<file path="src/rtl/fetch_decode_ctrl_if.sv">
// Bus between the multicycle fetch/decode controller and its datapath:
// instruction memory port, decoded instruction fields, mux selects and strobes.
interface fetch_decode_ctrl_if;
  logic [31:0] imem_addr;
  logic [31:0] imem_rdata;
  logic        Zero;
  logic [4:0]  rs;
  logic [4:0]  rt;
  logic [4:0]  rd;
  logic [15:0] SEin;
  logic [3:0]  FuncCode;
  logic        Regsel;
  logic        ALUsel;
  logic        MemToRegSel;
  logic [1:0]  ALUOp;
  logic        MemRead;
  logic        MemWrite;
  logic        RegWrite;

  modport master (
    output imem_addr, rs, rt, rd, SEin, FuncCode,
    output Regsel, ALUsel, MemToRegSel, ALUOp,
    output MemRead, MemWrite, RegWrite,
    input  imem_rdata, Zero
  );

  modport slave (
    input  imem_addr, rs, rt, rd, SEin, FuncCode,
    input  Regsel, ALUsel, MemToRegSel, ALUOp,
    input  MemRead, MemWrite, RegWrite,
    output imem_rdata, Zero
  );
endinterface

</file>
<file path="src/rtl/fetch_decode_ctrl.sv">
// Multicycle MIPS-subset controller: owns PC and IR, sequences FETCH/DECODE/EXEC/MEM/WB
// and drives datapath selects and strobes for R-type, addi, lw, sw, beq and j.
module fetch_decode_ctrl (
  input  logic                        clk,
  input  logic                        rst_n,
  input  logic                        run,
  fetch_decode_ctrl_if.master         bus,
  output logic                        instr_done,
  output logic                        illegal,
  output logic [2:0]                  state
);

  typedef enum logic [2:0] {
    FETCH  = 3'd0,
    DECODE = 3'd1,
    EXEC   = 3'd2,
    MEM    = 3'd3,
    WB     = 3'd4
  } state_t;

  localparam logic [5:0] OP_R    = 6'b000000;
  localparam logic [5:0] OP_ADDI = 6'b001000;
  localparam logic [5:0] OP_LW   = 6'b100011;
  localparam logic [5:0] OP_SW   = 6'b101011;
  localparam logic [5:0] OP_BEQ  = 6'b000100;
  localparam logic [5:0] OP_J    = 6'b000010;

  state_t      r_state;
  state_t      w_next;
  logic [31:0] r_pc;
  logic [31:0] r_ir;
  logic        r_regsel;
  logic        r_alusel;
  logic        r_memtoreg;
  logic [1:0]  r_aluop;

  logic [5:0]  w_op;
  logic        w_known;
  logic        w_dec_regsel;
  logic        w_dec_alusel;
  logic        w_dec_memtoreg;
  logic [1:0]  w_dec_aluop;
  logic [31:0] w_br_off;
  logic        w_memread;
  logic        w_memwrite;
  logic        w_regwrite;
  logic        w_done;
  logic        w_illegal;

  assign w_op     = r_ir[31:26];
  assign w_br_off = {{14{r_ir[15]}}, r_ir[15:0], 2'b00};

  always_comb begin
    w_known        = 1'b1;
    w_dec_regsel   = 1'b0;
    w_dec_alusel   = 1'b0;
    w_dec_memtoreg = 1'b0;
    w_dec_aluop    = 2'b00;
    case (w_op)
      OP_R: begin
        w_dec_regsel = 1'b1;
        w_dec_aluop  = 2'b10;
      end
      OP_ADDI: w_dec_alusel = 1'b1;
      OP_LW: begin
        w_dec_alusel   = 1'b1;
        w_dec_memtoreg = 1'b1;
      end
      OP_SW:   w_dec_alusel = 1'b1;
      OP_BEQ:  w_dec_aluop  = 2'b01;
      OP_J:    ;
      default: w_known = 1'b0;
    endcase
  end

  always_ff @(posedge clk or negedge rst_n) begin
    if (!rst_n) r_state <= FETCH;
    else        r_state <= w_next;
  end

  always_comb begin
    w_next     = FETCH;
    w_memread  = 1'b0;
    w_memwrite = 1'b0;
    w_regwrite = 1'b0;
    w_done     = 1'b0;
    w_illegal  = 1'b0;
    case (r_state)
      FETCH: w_next = run ? DECODE : FETCH;
      DECODE: begin
        if (!w_known) begin
          w_illegal = 1'b1;
          w_done    = 1'b1;
        end else if (w_op == OP_J) begin
          w_done = 1'b1;
        end else begin
          w_next = EXEC;
        end
      end
      EXEC: begin
        if (w_op == OP_R || w_op == OP_ADDI) w_next = WB;
        else if (w_op == OP_LW || w_op == OP_SW) w_next = MEM;
        else w_done = 1'b1;
      end
      MEM: begin
        if (w_op == OP_LW) begin
          w_memread = 1'b1;
          w_next    = WB;
        end else begin
          w_memwrite = 1'b1;
          w_done     = 1'b1;
        end
      end
      WB: begin
        w_regwrite = 1'b1;
        w_done     = 1'b1;
      end
      default: w_next = FETCH;
    endcase
  end

  // PC/IR updates: sequential fetch, jump at end of DECODE, taken branch at end of EXEC.
  always_ff @(posedge clk or negedge rst_n) begin
    if (!rst_n) begin
      r_pc <= '0;
      r_ir <= '0;
    end else begin
      if (r_state == FETCH && run) begin
        r_ir <= bus.imem_rdata;
        r_pc <= r_pc + 32'd4;
      end else if (r_state == DECODE && w_op == OP_J) begin
        r_pc <= {r_pc[31:28], r_ir[25:0], 2'b00};
      end else if (r_state == EXEC && w_op == OP_BEQ && bus.Zero) begin
        r_pc <= r_pc + w_br_off;
      end
    end
  end

  always_ff @(posedge clk or negedge rst_n) begin
    if (!rst_n) begin
      r_regsel   <= 1'b0;
      r_alusel   <= 1'b0;
      r_memtoreg <= 1'b0;
      r_aluop    <= 2'b00;
    end else if (r_state == DECODE) begin
      r_regsel   <= w_dec_regsel;
      r_alusel   <= w_dec_alusel;
      r_memtoreg <= w_dec_memtoreg;
      r_aluop    <= w_dec_aluop;
    end
  end

  assign bus.imem_addr   = r_pc;
  assign bus.rs          = r_ir[25:21];
  assign bus.rt          = r_ir[20:16];
  assign bus.rd          = r_ir[15:11];
  assign bus.SEin        = r_ir[15:0];
  assign bus.FuncCode    = r_ir[3:0];
  assign bus.Regsel      = r_regsel;
  assign bus.ALUsel      = r_alusel;
  assign bus.MemToRegSel = r_memtoreg;
  assign bus.ALUOp       = r_aluop;
  assign bus.MemRead     = w_memread;
  assign bus.MemWrite    = w_memwrite;
  assign bus.RegWrite    = w_regwrite;
  assign instr_done      = w_done;
  assign illegal         = w_illegal;
  assign state           = r_state;

endmodule

</file>
<file path="src/flat_wrapper.sv">
// flat-port wrapper written by rule: the top's interface ports become plain ports
module fetch_decode_ctrl_flat 
  (clk, rst_n, run, instr_done, illegal, state, bus_imem_addr, bus_rs, bus_rt, bus_rd, bus_SEin, bus_FuncCode, bus_Regsel, bus_ALUsel, bus_MemToRegSel, bus_ALUOp, bus_MemRead, bus_MemWrite, bus_RegWrite, bus_imem_rdata, bus_Zero);
  fetch_decode_ctrl_if bus_i ();
  input  logic clk;
  input  logic rst_n;
  input  logic run;
  output logic instr_done;
  output logic illegal;
  output logic [2:0] state;
  output wire logic [$bits(bus_i.imem_addr)-1:0] bus_imem_addr;
  output wire logic [$bits(bus_i.rs)-1:0] bus_rs;
  output wire logic [$bits(bus_i.rt)-1:0] bus_rt;
  output wire logic [$bits(bus_i.rd)-1:0] bus_rd;
  output wire logic [$bits(bus_i.SEin)-1:0] bus_SEin;
  output wire logic [$bits(bus_i.FuncCode)-1:0] bus_FuncCode;
  output wire logic [$bits(bus_i.Regsel)-1:0] bus_Regsel;
  output wire logic [$bits(bus_i.ALUsel)-1:0] bus_ALUsel;
  output wire logic [$bits(bus_i.MemToRegSel)-1:0] bus_MemToRegSel;
  output wire logic [$bits(bus_i.ALUOp)-1:0] bus_ALUOp;
  output wire logic [$bits(bus_i.MemRead)-1:0] bus_MemRead;
  output wire logic [$bits(bus_i.MemWrite)-1:0] bus_MemWrite;
  output wire logic [$bits(bus_i.RegWrite)-1:0] bus_RegWrite;
  input wire logic [$bits(bus_i.imem_rdata)-1:0] bus_imem_rdata;
  input wire logic [$bits(bus_i.Zero)-1:0] bus_Zero;
  assign bus_imem_addr = bus_i.imem_addr;
  assign bus_rs = bus_i.rs;
  assign bus_rt = bus_i.rt;
  assign bus_rd = bus_i.rd;
  assign bus_SEin = bus_i.SEin;
  assign bus_FuncCode = bus_i.FuncCode;
  assign bus_Regsel = bus_i.Regsel;
  assign bus_ALUsel = bus_i.ALUsel;
  assign bus_MemToRegSel = bus_i.MemToRegSel;
  assign bus_ALUOp = bus_i.ALUOp;
  assign bus_MemRead = bus_i.MemRead;
  assign bus_MemWrite = bus_i.MemWrite;
  assign bus_RegWrite = bus_i.RegWrite;
  assign bus_i.imem_rdata = bus_imem_rdata;
  assign bus_i.Zero = bus_Zero;
  fetch_decode_ctrl u_core (.clk(clk), .rst_n(rst_n), .run(run), .bus(bus_i), .instr_done(instr_done), .illegal(illegal), .state(state));
endmodule
</file>
<file path="config.mk">
export PLATFORM = sky130hd
export DESIGN_NAME = fetch_decode_ctrl_flat
export DESIGN_NICKNAME = d
export VERILOG_FILES = /design/src/rtl/fetch_decode_ctrl_if.sv /design/src/rtl/fetch_decode_ctrl.sv /design/src/flat_wrapper.sv
export SDC_FILE = /design/constraint.sdc
export NUM_CORES = 1
export LEC_CHECK = 0
export ABC_CLOCK_PERIOD_IN_PS = 4600
export CAP_MARGIN = 5
export CORE_AREA = 4 4 130 132
export CTS_CLUSTER_DIAMETER = 150
export CTS_CLUSTER_SIZE = 14
export DETAILED_ROUTE_END_ITERATION = 10
export DIE_AREA = 0 0 134 136
export PLACE_DENSITY = 0.62
export SYNTH_ARGS = -nofsm -noshare
export SYNTH_HDL_FRONTEND = slang
export SYNTH_SLANG_ARGS = --single-unit
</file>
<file path="constraint.sdc">
create_clock -name clk -period 4.6 [get_ports clk]
set_clock_uncertainty 0.2 [all_clocks]
set_input_delay 1.15 -clock clk [delete_from_list [all_inputs] [get_ports clk]]
set_output_delay 1.15 -clock clk [all_outputs]
set_load 0.005 [all_outputs]
</file>
==> metrics.txt, run 1 <==
number of synthesized flops with an enable pin 0; Max Cap Violations 0; Layout Nets 819; cell area after layout 6780 sq um; DP Cell Count 957; post-synthesis cell count 681; cts hold-fix bufs 0; CP Capture Point instr_done; part of the cycle the worst path needs 86.1%; CTS Buffer Depth 2; reg2reg setup slack 1.25 ns; antenna violations before repair 0; Starting Density 34.3%; Total GRT Usage 17.3%; placed cell areas 6490 sq um; row count 46; Worst Hold Path Cells 1; Worst R2R Start u_core.r_ir[15]; grt total ovfl 0; Top-Level Pins 116; Max rail drop VDD 0.204 mV; most frequent cells in the layout nand2_1, clkdlybuf4s50_1, dfrtp_1, a21oi_1; Post-Place Worst Slack 1.00 ns; most common cell after layout, fill and taps aside nand2_1; DR pass1 iterations 7; fmax 252 MHz; Worst setup SP type register; Skew-Pair Late Insertion Delay 0.34 ns; Tmin final 3.96 ns; Worst-path clk slew 0.06 ns; # resized after CTS 0; total CTS buffers 9; critical-path maximum fanout 9; DRC 0; crit end category output port; die area 18200 sq um; GR Util met1 23.7%; final-report hold violation count 0; remaining antenna violation count after routing 0; Setup Buffers After CTS 0; vias in the first global route 4875; P&R area growth vs syn 25.7%; CTS tree done; post-synthesis cell area 5390 sq um; worst setup path start u_core.r_ir[28]; first-pass GRT wire length 25.4 mm; slew margin rel. 37.8%; Post-synth ARST share 100%; Finish-stage setup viols 0; met3 Use GR 3.22%; Hold Worst Slack 0.271 ns; kind of critical path reg2out; final RePlAce weighted congestion 0.877; Fin Setup TNS 0 ns; vias per cell 5.21; R2R Path End u_core.bus.imem_addr[31]; drt total wl 15.7 mm; Worst EP arrival 2.61 ns; root buffer cell clkbuf_16; hold_sp u_core.bus.imem_addr[31]; met2 Use GR 28.7%; Cell variety after synth 65; n_diodes 0; Syn Area/Cell 7.92 sq um; die height 136 um; ratio of cells with drive above 1 in the final layout 5.94%; Worst-Margin Slew 0.930 ns; via count 5069; unrepaired setup endpoints after global routing no; area of the core 15700 sq um; fillers 1565; worst setup margin 0.638 ns; Hold Path Class reg2reg; H-tree Lvls 3; grt peak-use layer met2; Reg2Reg Depth 10; Leak 3.01 nW; Post-Layout Cell Count 973; Yosys reg bits 70; YS warnings 0; sequential share of the synthesized area 32.5%; outcome complete, no violations; # port buffers 113; largest net degree at the start of global routing 71; Die W 134 um; # clock sinks 70; Power Density 589 nW/um^2; Slew Viols, Final 0; WL/cell 16.1 um; Initial DRC Count 271; worst path required time 3.25 ns; Top FF cell, synth dfrtp_1; dpl hpwl 11.4 mm
==> cells by family after synthesis <==
kind of cell               count (synthesis)  share of synthesized area, %
DFF                                       70                          32.5
adders and majority gates                 31                          7.34
buffers and inverters                     70                          7.59
and+or+nand+nor                          291                          25.0
AOI/OAI and AO/OA                        190                          22.9
other                                      1                        0.0696
muxes                                      1                         0.186
xor gates and xnor gates                  27                          4.39
==> Yosys cell counts (3+ instances only) <==
| cell | number | area share (%) |
|---|---|---|
| nand2_1 | 153 | 11 |
| dfrtp_1 | 70 | 32 |
| a21oi_1 | 50 | 4.6 |
| nor2_1 | 46 | 3.2 |
| o21ai_0 | 46 | 4.3 |
| buf_4 | 37 | 5.2 |
| ha_1 | 30 | 7.0 |
| a21o_1 | 20 | 2.8 |
| clkbuf_1 | 17 | 1.2 |
| xor2_1 | 17 | 2.8 |
| nand3_1 | 14 | 1.3 |
| and3_1 | 13 | 1.5 |
| nor3_1 | 12 | 1.1 |
| nand4_1 | 10 | 1.2 |
| xnor2_1 | 10 | 1.6 |
| a211oi_1 | 9 | 1.3 |
| o22ai_1 | 9 | 1.0 |
| a31oi_1 | 8 | 0.93 |
| inv_1 | 7 | 0.49 |
| nand2b_1 | 7 | 0.81 |
| buf_2 | 6 | 0.56 |
| and2_1 | 5 | 0.58 |
| and4_1 | 5 | 0.81 |
| nor2b_1 | 5 | 0.58 |
| a211o_1 | 4 | 0.65 |
| a221o_1 | 4 | 0.74 |
| a22oi_1 | 4 | 0.56 |
| o211ai_1 | 4 | 0.56 |
| o21a_1 | 4 | 0.56 |
| or4_1 | 4 | 0.56 |
| a211oi_2 | 3 | 0.70 |
| buf_1 | 3 | 0.21 |
| or3_1 | 3 | 0.35 |
==> how the worst min path moves through the flow <==
stage                               end  slack [ns]
2_1_floorplan           u_core.r_ir[25]        0.25
3_3_place_gp          u_core.bus.Regsel        0.26
3_5_place_dp        u_core.bus.ALUOp[1]        0.27
4_1_cts        u_core.bus.imem_addr[31]        0.28
5_1_grt          u_core.bus.MemToRegSel        0.29
6_report       u_core.bus.imem_addr[31]        0.27
==> metal layers <==
| layer | wire length, um | up-vias |
|---|---|---|
| met2 | 7390 | 109 |
| met3 | 675 | 12 |
| met5 | 0 | - |
| met4 | 134 | 0 |
| li1 | - | 2549 |
| met1 | 7490 | 2399 |
==> through the flow <==
step                      util (%)  power [W]
after floorplan                  -    0.00257
after CTS                     43.1    0.00401
after detailed placement      41.3    0.00329
final                         43.1    0.00399
after global placement        41.3    0.00329
after global routing          43.1    0.00434
==> power by group <==
group	switching (W)	internal, W	leakage (nW)
clock	0.000274	0.000419	0.146
combinational	0.00112	0.00109	2.02
sequential	0.000296	0.000792	0.846
==> registers in the layout, indices dropped and copies added (netlist names) <==
register,count
u_core.bus.ALUOp,2
u_core.bus.ALUsel,1
u_core.bus.MemToRegSel,1
u_core.bus.Regsel,1
u_core.bus.imem_addr,30
u_core.r_ir,32
u_core.state,3
==> critical path: stages (launching register included) <==
cell	delay [ns]
dfrtp_1	0.46
nor4bb_1	0.37
nand2_1	0.22
and3_1	0.21
a211o_1	0.26
or3_1	0.30
clkdlybuf4s50_1	0.45
==> cell type report <==
type	count	area (sq um)	area share (%)
multi-input cells	542	3240	47.8
flip-flops and latches	70	1750	25.8
repair buffers	122	1200	17.6
well taps	216	270	3.99
clock buffers	10	229	3.38
clock inverters	6	62.6	0.923
inverters	7	26.3	0.388
Note: power is estimated with default switching activity, not from simulation.
==> run 2: changes to the inputs <==
CAP_MARGIN = not set   (was 5)
==> results of run 2 <==
Final layout, timing and power as in run 1 (identical DEF).
